==> config.mk <==
export PLATFORM = sky130hd
export DESIGN_NAME = store_buffer
export DESIGN_NICKNAME = d
export VERILOG_FILES = /design/src/rtl/store_buffer.sv
export SDC_FILE = /design/constraint.sdc
export NUM_CORES = 1
export LEC_CHECK = 0
export BUFFER_PORTS_ARGS = -buffer_cell sky130_fd_sc_hd__buf_4
export CAP_MARGIN = 5
export CORE_ASPECT_RATIO = 1.2
export CORE_UTILIZATION = 35
export CTS_CLUSTER_DIAMETER = 40
export DETAILED_ROUTE_END_ITERATION = 16
export SYNTH_ARGS = -nofsm -noshare
export SYNTH_HDL_FRONTEND = slang
export SYNTH_SLANG_ARGS = --single-unit
export TNS_END_PERCENT = 100
==> constraint.sdc <==
create_clock -name clk -period 3.9 [get_ports clk]
set_clock_uncertainty 0.2 [all_clocks]
set_input_delay 0 -clock clk [delete_from_list [all_inputs] [get_ports clk]]
set_output_delay 0 -clock clk [all_outputs]
set_load 0.05 [all_outputs]
==> src/rtl/store_buffer.sv <==
// Posted-write store buffer in front of a single-port data memory.
// Stores queue in a circular FIFO and drain when no load owns the port;
// loads forward the newest matching queued store. A full buffer starved
// by loads for STALL_LIMIT cycles forces one drain by stalling the load.
module store_buffer #(
    parameter int DEPTH       = 4,
    parameter int AW          = 10,
    parameter int DW          = 16,
    parameter int STALL_LIMIT = 8
) (
    input  logic          clk,
    input  logic          rst,
    input  logic          st_valid,
    input  logic [AW-1:0] st_adr,
    input  logic [DW-1:0] st_data,
    output logic          st_ready,
    input  logic          ld_req,
    input  logic [AW-1:0] ld_adr,
    output logic [DW-1:0] ld_data,
    output logic          ld_stall,
    output logic          empty,
    output logic [AW-1:0] MemAdr,
    output logic          MemRead,
    output logic          MemWrite,
    output logic [DW-1:0] MemWData,
    input  logic [DW-1:0] MemData
);
    localparam int PW = $clog2(DEPTH);
    localparam int CW = $clog2(DEPTH + 1);
    localparam logic [CW-1:0] FULL  = CW'(DEPTH);
    localparam logic [7:0]    LIMIT = 8'(STALL_LIMIT);

    typedef struct packed {
        logic [AW-1:0] adr;
        logic [DW-1:0] data;
    } entry_t;

    entry_t        fifo_q [DEPTH];
    logic [PW-1:0] head_q, head_d;
    logic [PW-1:0] tail_q, tail_d;
    logic [CW-1:0] cnt_q, cnt_d;
    logic [7:0]    stall_q, stall_d;

    logic   full, force_drain, drain, push, svc_ld, fwd_hit;
    logic [DW-1:0] fwd_data;
    entry_t head_e;

    assign full        = (cnt_q == FULL);
    assign force_drain = full && (stall_q == LIMIT);
    assign st_ready    = !full;
    assign empty       = (cnt_q == '0);
    assign ld_stall    = ld_req && force_drain;
    assign svc_ld      = ld_req && !force_drain;
    assign drain       = !empty && (!ld_req || force_drain);
    assign push        = st_valid && st_ready;
    assign head_e      = fifo_q[head_q];

    // Memory port: a serviced load owns the port, otherwise the head entry drains
    assign MemRead  = svc_ld;
    assign MemWrite = !svc_ld && drain;
    assign MemAdr   = svc_ld ? ld_adr : head_e.adr;
    assign MemWData = head_e.data;
    assign ld_data  = fwd_hit ? fwd_data : MemData;

    // Forwarding: scan oldest to newest so the newest match wins
    always_comb begin
        fwd_hit  = 1'b0;
        fwd_data = '0;
        for (int i = 0; i < DEPTH; i++) begin
            if (CW'(i) < cnt_q && fifo_q[head_q + PW'(i)].adr == ld_adr) begin
                fwd_hit  = 1'b1;
                fwd_data = fifo_q[head_q + PW'(i)].data;
            end
        end
    end

    // Next-state for pointers, occupancy and the starvation counter
    always_comb begin
        head_d  = drain ? head_q + PW'(1) : head_q;
        tail_d  = push  ? tail_q + PW'(1) : tail_q;
        cnt_d   = cnt_q + CW'(push) - CW'(drain);
        stall_d = stall_q;
        if (drain || !full)
            stall_d = '0;
        else if (ld_req && !force_drain)
            stall_d = stall_q + 8'd1;
    end

    // Control state registers with synchronous reset
    always_ff @(posedge clk) begin
        if (rst) begin
            head_q  <= '0;
            tail_q  <= '0;
            cnt_q   <= '0;
            stall_q <= '0;
        end else begin
            head_q  <= head_d;
            tail_q  <= tail_d;
            cnt_q   <= cnt_d;
            stall_q <= stall_d;
        end
    end

    // Entry storage; contents need no reset since count gates validity
    always_ff @(posedge clk) begin
        if (push)
            fifo_q[tail_q] <= '{adr: st_adr, data: st_data};
    end
endmodule

# Yosys cells after proc, flatten, opt, wreduce, memory -nomap -nowiden
# Memories as Yosys holds them, arrays and structs flattened. A register that Yosys moved wholly into a read port is not among the register bits.
# Cells that the tools add are included.
# totals
wordCells,55
output_inout_bits,47
memories,1
mem_bits_ro,0
mem_bits_rw,104
regBits,15
input_bits,56
latchBits,0
# mem_list
memory,words,width,read_ports,rd_clocked_by_memory_dff,write_ports,line_no,text
fifo_q,4,26,4,1,1,38,entry_t fifo_q [DEPTH];
# classes
reduce_logical,19
eq_ne,6
n_lt_le_gt_ge,4
bitwise_logic,0
muxes,14
shift,0
addsub,7
n_div,0
multipliers,0
# op_table
op,n
$mux 16,5
$eq 10x10->1,4
$logic_and 1x1->1,10
$mux 10,1
$add 8x1->8 const B,1
$eq 8x4->1 const B,1
$lt 1x3->1 const A,2
$lt 2x3->1 const A,2
$mux 1,6
$logic_not 1->1,5
$add 2x1->2 const B,2
$add 2x2->2 const B,2
$mux 2,2
$add 3x1->3,1
$eq 3x3->1 const B,1
$logic_not 3->1,1
$sub 3x1->3,1
$logic_or 1x1->1,2
$reduce_or 2->1,1

# Logic depth before layout (Yosys ltp)
# Gate-level depths: netlist of run 1.
# An unclocked memory read counts as a cell.
# depth
word_depth,8
mapped_depth,14
depth_no_buf,13

# Worst setup path after synthesis of run 1
# No wires, ideal clock.
# synth_timing
path_kind,reg2out
from,reg head_q[0]
to,out ld_data[14]
required_time_ps,3700
n_path_buf,5
t_arrival_ps,3686
path_stages_with_launch,13
path_slack_ps,14
cell_sequence,dfxtp_1 -> buf_6 -> buf_12 -> buf_12 -> buf_2 -> mux2i_1 -> xor2_1 -> a31oi_1 -> or3b_1 -> nor3_2 -> buf_2 -> a21oi_1 -> a211oi_1
# synth_between
elab_chain_len,8
elab_cells_between_ends,17
cone_classes,add/sub: 3; eq/ne: 3; mux: 7; reduce/logical: 3; memory: 1
# synth_rtl
item,line_no,text
from (decl),39,"logic [PW-1:0] head_q, head_d;"
from (signal assigned),92,head_q <= '0;
from (signal assigned),97,head_q <= head_d;
$add 2x1->2,"70, 72",
$mem_v2 4x26 (*),-,
$eq 10x10->1,70,if (CW'(i) < cnt_q && fifo_q[head_q + PW'(i)].adr == ld_adr) begin
$logic_and 1x1->1,70,
$mux 16 or $mux 1 (tied branches) (3 in a row),70,
$mux 16 (*),63,assign ld_data = fwd_hit ? fwd_data : MemData;
to (decl),19,"output logic [DW-1:0] ld_data,"
# Every way passes the cells marked *; elsewhere a longest branch is shown, timed or not.

==> results.json, run 1 <==
{
  "nFillCells": 2023,
  "final-hold-violation-count": 0,
  "grt_pass1_vias": 5875,
  "drt_first_pass_iters": 5,
  "p_leak_nw": 3.37,
  "coreArea_um2": 21700,
  "synth-edff-count": 104,
  "layout_common_cells": "buf_4, edfxtp_1, mux2i_1",
  "layout-drive-gt1-share": 0.308,
  "fmax_mhz": 270,
  "ys_seq_area_frac": 0.446,
  "synth_flop_cell": "edfxtp_1",
  "ys_warn_count": 0,
  "num_rows": 59,
  "r2r_slack_ns": 1.24,
  "routed_via_density": 5.51,
  "cp.required_ns": 3.70,
  "r2r_cells": 12,
  "clkLatencyLatePin_ns": 0.42,
  "min_path_type": "in2reg",
  "fin_crit_ns": 3.70,
  "powerDensity_nw_per_um2": 593,
  "combinationalPowerShare": 0.432,
  "multi_input_area_um2": 4000,
  "p_sw_mw": 2.13,
  "status": "finished, final reports clean",
  "relSlewSlack": 0.485,
  "seqPwrFrac": 0.302,
  "cp-end-kind": "output pin",
  "syn-num-nets": 702,
  "r2r-end": "cnt_q[1]",
  "cts.clk_slew.worst_paths_ns": 0.05,
  "cts_tree": "built",
  "critPathLaunchType": "flip-flop",
  "crit_type": "reg2out",
  "grt.overflow.total": 0,
  "antenna_found_initial": 0,
  "p_sw_frac": 0.370,
  "cap_viol_max_count": 0,
  "utilization": 0.448,
  "worstHoldStart": "ld_req",
  "cts.path.max_buffers": 2,
  "grt_max_degree": 79,
  "finish.instance_area_um2": 9720,
  "internal-power_mw": 3.63,
  "htreeDepth": 4,
  "die_h_um": 165,
  "ant_nets": 0,
  "die_w_um": 138,
  "r2r-start": "stall_q[0]",
  "syn_area_um2": 7760,
  "initial_core_util": 0.357,
  "wl_per_cell_um": 19.2,
  "place_inst": 977,
  "num_vias": 5748,
  "cts_made_buffers": 17,
  "cts.sinks": 121,
  "placed_cell_area_um2": 8740,
  "post-route-period-util": 0.949,
  "nets": 824,
  "async_reset_ff_frac": 0,
  "worstMarginPinSlew_ns": 0.773,
  "dp_hpwl_um": 13800,
  "ys_seq_elements": 121,
  "avgSynthCellArea_um2": 12.2,
  "grt_pass1_wl_um": 31100,
  "area_growth_pct": 25.3,
  "drt_iter0_markers": 424,
  "ys_types": 56,
  "n_antenna_cell": 0,
  "place_congestion": 0.845,
  "remaining_drc_errors": 0,
  "worstHoldPathCells": 7,
  "layout_commonest_cell": "buf_4",
  "slew_viol_final": 0,
  "routed_wirelength_um": 20100,
  "ir_drop_uv": 385,
  "postSynthCellCount": 635,
  "path_max_fanout": 18,
  "register_area_um2": 3480,
  "dieArea_um2": 22800,
  "cts_root_buf": "clkbuf_16",
  "final_cells": 1044,
  "setup_viol": 0,
  "io_pins": 103,
  "grtUsageTotal": 0.185,
  "arrival_ns": 3.50,
  "portBuffers": 102,
  "p_clk_frac": 0.266
}
## layer usage
metal  GRT usage  wire length (µm)  share of wire
met5           0                 0              0
met4      0.0766               468          0.023
met3      0.0382              1200          0.060
met2       0.324             10300           0.51
met1       0.220              8140           0.41
## registers in the layout (all words and copies together), names as in the netlist, named ones only
name	flops
stall_q	8
fifo_q	104
cnt_q	3
head_q	2
tail_q	2
## final cells by class
cell class | count | share of cell area
flip-flops and latches | 121 | 0.358
clock inverters | 13 | 0.0157
well taps | 274 | 0.0353
repair buffers | 154 | 0.130
clock buffers | 19 | 0.0446
multi-input cells | 451 | 0.412
inverters | 12 | 0.00464
## worst max-delay path, cell delays in order, from the launching register on
cell and delay (ns):
dfxtp_4 0.47, mux4_2 0.55, xor2_1 0.18, nor4_2 0.35
o2111ai_1 0.22, nor4_4 0.17, buf_4 0.31, nor3_4 0.09
buf_12 0.16, a221o_1 0.36, buf_4 0.20
## what timing repair did
| item | in CTS | in global routing |
|---|---|---|
| setup endpoints to repair | 16 | 16 |
| pin swaps | 0 | 1 |
| hold buffers | 28 | 0 |
| buffers inserted | 1 | 6 |
| hold endpoints to repair | 121 | 0 |
| gates resized for setup | 2 | 5 |
## cell families (layout without fill, tap and decap cells)
kind of cell               after synthesis  after routing  share of synthesized area
buffers and inverters                   63            198                     0.0405
and+or+nand+nor                        160            160                      0.101
AOI/OAI and AO/OA                       99             99                     0.0887
adders and majority gates               11             11                     0.0187
xor gates and xnor gates                60             60                     0.0677
muxes                                  121            121                      0.237
DFF                                    121            121                      0.446
## worst max path at each step
stage	to	slack (ns)	cells past startpoint
after detailed placement	ld_data[0]	0.31	10
after global placement	ld_data[0]	0.33	10
final	ld_data[1]	0.20	10
after global routing	ld_data[0]	-0.04	10
after floorplan	ld_data[14]	0.01	12
after CTS	ld_data[0]	0.009	10
## power by group through the flow
stage          clock (mW)  combinational [mW]  sequential (mW)
3_5_place_dp            0                2.36             1.81
3_3_place_gp            0                2.34             1.80
5_1_grt              1.61                2.67             1.77
4_1_cts              1.56                2.44             1.76
2_1_floorplan           0                1.92             1.67
6_report             1.53                2.49             1.74
## Yosys cell counts (2+ instances only)
master | number | area, µm²
edfxtp_1 | 104 | 3120
mux2i_1 | 55 | 551
nand2_1 | 52 | 195
nor2_1 | 48 | 180
mux4_2 | 44 | 991
xnor2_1 | 39 | 342
a21oi_1 | 36 | 180
nand3_1 | 22 | 110
xor2_1 | 21 | 184
o21ai_0 | 19 | 95.1
buf_1 | 17 | 63.8
dfxtp_1 | 17 | 340
a221o_1 | 15 | 150
clkbuf_1 | 15 | 56.3
mux2_2 | 15 | 169
a211oi_1 | 13 | 97.6
buf_2 | 12 | 60.1
inv_1 | 12 | 45.0
ha_1 | 10 | 125
and3_1 | 5 | 31.3
nor4_1 | 5 | 31.3
a211oi_2 | 4 | 50.1
nand4_1 | 4 | 25.0
buf_6 | 3 | 33.8
mux2i_2 | 3 | 41.3
nor2b_1 | 3 | 18.8
nor3_1 | 3 | 15.0
a221oi_1 | 2 | 17.5
buf_12 | 2 | 40.0
buf_4 | 2 | 15.0
mux4_1 | 2 | 52.6
nor3_2 | 2 | 20.0
nor3b_1 | 2 | 15.0
o211ai_1 | 2 | 15.0
o22ai_1 | 2 | 12.5
or3_1 | 2 | 12.5
or3b_1 | 2 | 17.5
## through the flow
stage / power [mW] / setup TNS, ns / hold WS [ns] / setup slack [ns]
after floorplan: 3.59 / 0 / -0.101 / 0.0142
after global placement: 4.13 / 0 / -0.000997 / 0.326
after detailed placement: 4.17 / 0 / 0.00408 / 0.311
after CTS: 5.76 / 0 / 0.0203 / 0.00908
after global routing: 6.05 / -0.0433 / 0.101 / -0.0386
final: 5.76 / 0 / 0.0481 / 0.197
(Power assumes the default switching activity.)
==> inputs of run 2 (changes only) <==
--- a/config.mk
+++ b/config.mk
@@ -11,6 +11,8 @@
 export CORE_UTILIZATION = 35
 export CTS_CLUSTER_DIAMETER = 40
 export DETAILED_ROUTE_END_ITERATION = 16
+export MAX_ROUTING_LAYER = met4
+export SKIP_CTS_REPAIR_TIMING = 1
 export SYNTH_ARGS = -nofsm -noshare
 export SYNTH_HDL_FRONTEND = slang
 export SYNTH_SLANG_ARGS = --single-unit
==> run 2 against run 1 <==
Against the previous run: power increased by 0.33%; global-route usage increased by 0.29 points; flip-flop and latch count unchanged; core utilization increased by 0.15 points; clock power about the same; non-clock buffer count increased by 4; cell count increased by 0.38%.
==> results.json, run 2 (same netlist as run 1, synthesis figures left out) <==
{
  "setup_viol": 0,
  "internal-power_mw": 3.65,
  "antenna_found_initial": 0,
  "die_h_um": 165,
  "cts.sinks": 121,
  "finish.instance_area_um2": 9750,
  "largest_registers": "fifo_q: 104 flops, stall_q: 8 flops, cnt_q: 3 flops",
  "io_pins": 103,
  "grtUsageTotal": 0.188,
  "slew_viol_final": 0,
  "p_sw_frac": 0.369,
  "largest_register_ffs": 104,
  "powerDensity_nw_per_um2": 593,
  "met1_length_um": 8060,
  "dieArea_um2": 22800,
  "die_w_um": 138,
  "layout_commonest_cell": "buf_4",
  "nets": 828,
  "p_clk_frac": 0.265,
  "p_sw_mw": 2.14,
  "num_vias": 5766,
  "critPathLaunchType": "flip-flop",
  "wl_met3_um": 1350,
  "htreeDepth": 4,
  "crit_start": "head_q[0]",
  "cts_made_buffers": 17,
  "drt_first_pass_iters": 8,
  "placed_cell_area_um2": 8740,
  "place_congestion": 0.859,
  "layout_common_cells": "buf_4, edfxtp_1, mux2i_1",
  "seqPwrFrac": 0.302,
  "top_layer": "met4",
  "wl_per_cell_um": 19.2,
  "totalPowerFinal_mw": 5.78,
  "worst_slack_ns": 0.175,
  "relSlewSlack": 0.479,
  "layout-drive-gt1-share": 0.310,
  "num_rows": 59,
  "cts.clk_slew.worst_paths_ns": 0.05,
  "drt_iter0_markers": 391,
  "place_inst": 977,
  "min_path_type": "in2reg",
  "r2r-start": "stall_q[0]",
  "hold_slack_ns": 0.0509,
  "cts_tree": "built",
  "p_leak_nw": 3.39,
  "worstMarginPinSlew_ns": 0.781,
  "final-hold-violation-count": 0,
  "grt_max_degree": 79,
  "clkLatencyLatePin_ns": 0.41,
  "area_growth_pct": 25.7,
  "dp_hpwl_um": 13800,
  "cts_root_buf": "clkbuf_16",
  "path_max_fanout": 16,
  "grt.overflow.total": 0,
  "portBuffers": 102,
  "fin_crit_ns": 3.72,
  "arrival_ns": 3.52,
  "pre_cts_slack_ns": 0.311,
  "ant_nets": 0,
  "cp.required_ns": 3.70,
  "utilization": 0.449,
  "coreArea_um2": 21700,
  "cts.path.max_buffers": 2,
  "wl_met2_um": 10200,
  "status": "finished, final reports clean",
  "routed_via_density": 5.50,
  "rsz0062_at_grt": "false",
  "combinationalPowerShare": 0.434,
  "post-route-period-util": 0.955,
  "routed_wirelength_um": 20100,
  "worstHoldStart": "ld_req",
  "cap_viol_max_count": 0,
  "remaining_drc_errors": 0,
  "ir_drop_uv": 355,
  "grt_pass1_wl_um": 30700,
  "crit_type": "reg2out",
  "tns_ns": 0,
  "grt_pass1_vias": 5778,
  "final_cells": 1048,
  "regMostFlops": "fifo_q",
  "cp-end-kind": "output pin",
  "initial_core_util": 0.357,
  "fmax_mhz": 268,
  "n_antenna_cell": 0
}
## run 2: final cells by class
class	instances	area (µm²)
fill	2014	12000
clock inverter	13	153
clock buffer	19	433
inverter	12	45.0
timing repair buffer	158	1290
tap	274	343
sequential	121	3480
multi-input combinational	451	4000
## run 2: power by group through the flow
stage | sequential [mW] | combinational [mW] | clock (mW)
2_1_floorplan | 1.67 | 1.92 | 0
5_1_grt | 1.77 | 2.69 | 1.61
6_report | 1.74 | 2.51 | 1.53
3_5_place_dp | 1.81 | 2.36 | 0
4_1_cts | 1.78 | 2.37 | 1.56
3_3_place_gp | 1.80 | 2.34 | 0
## run 2: routing by layer
| metal | vias up | track usage |
|---|---|---|
| met5 | - | - |
| met4 | 0 | 0.0771 |
| met3 | 35 | 0.0385 |
| met2 | 239 | 0.318 |
| met1 | 2811 | 0.217 |
| li1 | 2681 | - |
## run 2: worst max-delay path, cell delays in order, from the launching register on
cell and delay (ns):
dfxtp_4 0.46, buf_4 0.17, buf_4 0.10, mux4_1 0.56, xnor2_1 0.15, nand4_1 0.17, or3_2 0.72, nor2_1 0.21
a211oi_2 0.07, a221o_1 0.28, buf_4 0.19
## run 2: worst paths after layout
check	slack, ns	to	depth (start not counted)
setup / recovery	0.18	ld_data[0]	10
hold / removal	0.05	flip-flop	7
setup reg to reg	1.23	cnt_q[1]	12
hold reg to reg	0.29	stall_q[0]	1
